`src/rtl/reset_tick_generator.sv`:
```
// Board reset sequencer: waits for PLL lock, holds reset_out, then runs clock-enable dividers.
// Optional RESET_TICK_LOCK_LOSS_RESTART_EN: lock loss in RUN restarts the whole sequence.
module reset_tick_generator #(
  parameter int unsigned              RESET_CYCLES = 65536,
  parameter int unsigned              N_CH         = 2,
  parameter int unsigned              DIV_W        = 16,
  parameter logic [N_CH*DIV_W-1:0]    DIV_RATIOS   = {16'd12, 16'd1},
  parameter int unsigned              SYNC_STAGES  = 2,
  parameter int unsigned              HB_BIT       = 23
) (
  input  logic            clk_in,
  input  logic            reset_in,
  input  logic            lock_in,
  output logic            reset_out,
  output logic            resetn_out,
  output logic [N_CH-1:0] tick_out,
  output logic [N_CH-1:0] div_out,
  output logic            heartbeat_out,
  output logic [1:0]      state_out
);

  localparam int unsigned HoldW = $clog2(RESET_CYCLES) + 1;
  localparam int unsigned HbW   = HB_BIT + 1;
  localparam logic [HoldW-1:0] HoldLast = HoldW'(RESET_CYCLES - 1);

  typedef enum logic [1:0] {
    StWaitLock = 2'd0,
    StHold     = 2'd1,
    StRun      = 2'd2
  } state_e;

  state_e                  state_q, state_d;
  logic [SYNC_STAGES-1:0]  sync_q;
  logic                    lock_s;
  logic [HoldW-1:0]        hold_cnt_q, hold_cnt_d;
  logic [HbW-1:0]          hb_cnt_q;
  logic                    reset_q, resetn_q;
  logic                    run_d, run_stay;
  logic [DIV_W-1:0]        ratio   [N_CH];
  logic [DIV_W-1:0]        cnt_q   [N_CH];
  logic [DIV_W-1:0]        cnt_d   [N_CH];
  logic [N_CH-1:0]         wrap;
  logic [N_CH-1:0]         tick_q, tick_d;
  logic [N_CH-1:0]         div_q, div_d;

  assign lock_s = sync_q[SYNC_STAGES-1];

  always_ff @(posedge clk_in) begin
    if (reset_in) begin
      sync_q <= '0;
    end else begin
      sync_q <= {sync_q[SYNC_STAGES-2:0], lock_in};
    end
  end

  // State register
  always_ff @(posedge clk_in) begin
    if (reset_in) begin
      state_q <= StWaitLock;
    end else begin
      state_q <= state_d;
    end
  end

  // Next-state logic; a lock drop beats the hold-complete transition
  always_comb begin
    state_d = state_q;
    case (state_q)
      StWaitLock: if (lock_s) state_d = StHold;
      StHold: begin
        if (!lock_s) begin
          state_d = StWaitLock;
        end else if (hold_cnt_q == HoldLast) begin
          state_d = StRun;
        end
      end
      StRun: begin
`ifdef RESET_TICK_LOCK_LOSS_RESTART_EN
        if (!lock_s) state_d = StWaitLock;
`else
        state_d = StRun;
`endif
      end
      default: state_d = StWaitLock;
    endcase
  end

  always_comb begin
    hold_cnt_d = '0;
    if (state_q == StHold && state_d == StHold) begin
      hold_cnt_d = hold_cnt_q + HoldW'(1);
    end
  end

  // Output logic: dividers advance only while staying in RUN, so they start phase-aligned
  always_comb begin
    run_d    = (state_d == StRun);
    run_stay = (state_q == StRun) && run_d;
    for (int i = 0; i < N_CH; i++) begin
      ratio[i] = DIV_RATIOS[i*DIV_W +: DIV_W];
      cnt_d[i] = '0;
    end
    wrap   = '0;
    tick_d = '0;
    div_d  = '0;
    for (int i = 0; i < N_CH; i++) begin
      if (run_stay && ratio[i] != '0) begin
        wrap[i]   = (cnt_q[i] == ratio[i] - DIV_W'(1));
        cnt_d[i]  = wrap[i] ? '0 : cnt_q[i] + DIV_W'(1);
        tick_d[i] = wrap[i];
        div_d[i]  = div_q[i] ^ wrap[i];
      end
    end
  end

  always_ff @(posedge clk_in) begin
    if (reset_in) begin
      hold_cnt_q <= '0;
      hb_cnt_q   <= '0;
      reset_q    <= 1'b1;
      resetn_q   <= 1'b0;
      tick_q     <= '0;
      div_q      <= '0;
      for (int i = 0; i < N_CH; i++) cnt_q[i] <= '0;
    end else begin
      hold_cnt_q <= hold_cnt_d;
      hb_cnt_q   <= hb_cnt_q + HbW'(1);
      reset_q    <= !run_d;
      resetn_q   <= run_d;
      tick_q     <= tick_d;
      div_q      <= div_d;
      for (int i = 0; i < N_CH; i++) cnt_q[i] <= cnt_d[i];
    end
  end

  assign reset_out     = reset_q;
  assign resetn_out    = resetn_q;
  assign tick_out      = tick_q;
  assign div_out       = div_q;
  assign heartbeat_out = hb_cnt_q[HB_BIT];
  assign state_out     = state_q;

endmodule
```
`config.mk`:
```
export PLATFORM = sky130hd
export DESIGN_NAME = reset_tick_generator
export DESIGN_NICKNAME = d
export VERILOG_FILES = /design/src/rtl/reset_tick_generator.sv
export SDC_FILE = /design/constraint.sdc
export NUM_CORES = 1
export LEC_CHECK = 0
export CAP_MARGIN = 20
export CORE_MARGIN = 4
export CORE_UTILIZATION = 50
export CTS_BUF_LIST = sky130_fd_sc_hd__clkbuf_8
export CTS_CLUSTER_DIAMETER = 100
export DETAILED_ROUTE_END_ITERATION = 7
export GPL_ROUTABILITY_DRIVEN = 1
export PLACE_DENSITY = 0.63
export SETUP_SLACK_MARGIN = 0.2
export SYNTH_ARGS = -nofsm -noshare
export SYNTH_HDL_FRONTEND = slang
export SYNTH_SLANG_ARGS = --single-unit
```
`constraint.sdc`:
```
create_clock -name clk_in -period 6 [get_ports clk_in]
set_input_delay 0.9 -clock clk_in [delete_from_list [all_inputs] [get_ports clk_in]]
set_output_delay 0.9 -clock clk_in [all_outputs]
set_load 0.005 [all_outputs]
```
==> flow_summary.json <==
{
  "min_period_ns": 2.62,
  "layout-area-overhead-vs-synth_pct": 12.0,
  "maxSlewHeadroom_pct": 66.3,
  "cp-start-kind": "flop",
  "drive_above_1_share_pct": 6.78,
  "crit_family": "simple AND/OR/NAND/NOR gates",
  "critPathSlowestCell": "or4b_2",
  "via_count": 2684,
  "first_global_vias": 2560,
  "routed_wl_um": 6280,
  "path_buf_inv": 0,
  "finalHoldViolCount": 0,
  "grt_max_degree": 35,
  "ys_seq_elements": 83,
  "cts-root-buf": "clkbuf_8",
  "synth_top_cell_by_area": "dfxtp_1",
  "grt_first_pass_wirelength_um": 11300,
  "syn-num-nets": 405,
  "die_h_um": 92.1,
  "grt_use_met3_pct": 4.43,
  "power.density_nw_per_um2": 256,
  "die_x_um": 92.1,
  "crit_top_cell": "ha_1",
  "fin_crit_sh_pct": 43.7,
  "ys_types": 38,
  "crit_chain": "ha_1, and4_1, nand4_1, nor2_1, ha_1, or4b_2, a211oi_1, a31o_2",
  "rows": 30,
  "cts_buffers": 9,
  "grt_antenna_before_repair": 0,
  "max_freq_mhz": 381,
  "synth_area_um2": 3540,
  "synthTopCellsByArea": "dfxtp_1 47%, nor2_1 7.1%, xor2_1 6.4%",
  "tightest_slew_ns": 0.501,
  "busiest_layer": "met2",
  "yosys.area.top_type_share_pct": 47.0,
  "drt-initial-drc-count": 64,
  "tns_ns": 0,
  "status": "complete, no violations",
  "hold_path.class": "reg2reg",
  "clk_latency_ns": 0.35,
  "cts-htree-levels": 3,
  "syn_area_per_cell_um2": 8.93,
  "clk_pin_slew_ns": 0.08,
  "grt_overflow": 0,
  "timing_worst_setup_path_type": "reg2reg",
  "timing.max_cap.violations": 0,
  "post_cts_buffers": 0,
  "clk_path_buf_depth": 2,
  "cp-end-kind": "flop",
  "cts_resized": 0,
  "ant_nets": 0,
  "core-area_um2": 6830,
  "fin_nets": 417,
  "via_per_inst": 5.27,
  "met1_usage_pct": 20.9,
  "hold_buffers": 0,
  "remaining_drc_errors": 0,
  "hpwl_um": 4350,
  "drv_slew": 0,
  "grt_use_met2_pct": 25.8,
  "rsz0062_at_grt": "no",
  "grt_usage_pct": 16.3,
  "firstDrtPassIters": 4,
  "ys_seq_area_share_pct": 47.0,
  "yosysWarningCount": 0,
  "numPortBuffers": 11,
  "die-area_um2": 8480,
  "gp_congestion": 0.804,
  "start_util_pct": 51.8,
  "crit_arrival_ns": 2.91,
  "fin_skew_ns": 0.00994,
  "clkSinkCount": 83,
  "p_leak_nw": 1.27,
  "path_max_fanout": 17,
  "cts_tree": "done",
  "layout_common_cells": "83 x dfxtp_1, 67 x nor2_1, 26 x nand3_1, 26 x xor2_1, 24 x xnor2_1",
  "wl_per_cell_um": 12.3,
  "ios": 12,
  "vdd_drop_max_mv": 0.147,
  "setup_viol_count_final": 0,
  "finalPower_mw": 1.01,
  "crit_required_ns": 6.29,
  "layout_commonest_cell": "dfxtp_1",
  "slowest_delay_ns": 0.89,
  "synthCells": 396,
  "n_antenna_cell": 0
}
## sequential cells by signal, summed over array words and instances (netlist names)
| register | count |
|---|---|
| tick_out | 2 |
| hb_cnt_q | 24 |
| resetn_out | 1 |
| reset_out | 1 |
| cnt_q | 32 |
| sync_q | 2 |
| state_out | 2 |
| hold_cnt_q | 17 |
| div_out | 2 |
## Yosys cell counts
cell type,n
xnor2_1,24
dfxtp_1,83
nand3_1,26
nor2b_1,5
nand2_1,18
nand3_4,1
nor4b_1,1
and2_1,2
or3_1,7
nand4_2,1
xor2_1,26
a31o_2,1
and3_2,1
and3_1,8
nor3_1,12
or4b_2,1
nand4b_1,3
a211oi_1,2
mux2_2,3
buf_1,1
and4_2,1
nand4_1,22
a21oi_1,14
buf_2,1
clkbuf_1,9
or3_2,1
nor4bb_1,1
nor4_1,10
o31ai_1,1
inv_1,10
or2_2,1
o21ai_0,11
and4_1,11
or4_1,1
nand2b_1,2
nor2_1,67
or4_4,1
ha_1,6
## path summary, 6_finish.rpt
check | start | end | slack [ns] | cells after the start
min reg2reg | sync_q[0] | sync_q[1] | 0.45 | 1
max reg2reg | hold_cnt_q[0] | hold_cnt_q[13] | 3.38 | 8
max | hold_cnt_q[0] | hold_cnt_q[13] | 3.38 | 8
min | sync_q[0] | sync_q[1] | 0.45 | 1
## per-stage QoR
step,cell area (um^2),instances,hold slack (ns),worst slack (ns),utilization (%)
after floorplan,3540,396,0.414,3.69,-
after global placement,3730,493,0.441,3.09,54.6
after detailed placement,3730,493,0.443,3.06,54.6
after CTS,3960,509,0.460,3.38,57.9
after global routing,3960,509,0.479,3.26,57.9
final,3960,509,0.453,3.38,57.9
## cell type report
class	instances	area, um^2
clock inverter	5	76.3
sequential	83	1660
timing repair buffer	12	118
multi-input combinational	292	1790
inverter	10	37.5
clock buffer	11	151
tap	96	120
fill	629	2870
## routing by layer
metal | vias to the layer above | part of all wire (%)
met5 | - | 0
met4 | 0 | 1.7
met3 | 9 | 2.5
met2 | 22 | 45
met1 | 1238 | 51
li1 | 1415 | -
## cells by family after synthesis
logic type,after synthesis,synth area share (%)
AO/OA/AOI/OAI,29,4.42
flip-flops,83,47.0
AND/OR/NAND/NOR,204,30.9
adder cells (fa/ha/maj),6,2.12
XOR/XNOR,50,12.4
buffers and inverters,21,2.26
multiplexers,3,0.955
## worst reg2reg max path: cells and delay by family (launching register included)
family,cells,cell delay [ns]
flops,1,0.34
fa+ha+maj,2,0.45
compound gates,2,0.45
simple gates,4,1.34
## where the power goes
group | internal (mW) | total, mW | switching (mW)
combinational | 0.00425 | 0.00966 | 0.00541
clock | 0.255 | 0.448 | 0.193
sequential | 0.553 | 0.556 | 0.00306
No activity file was read; power rests on OpenSTA's default activity.
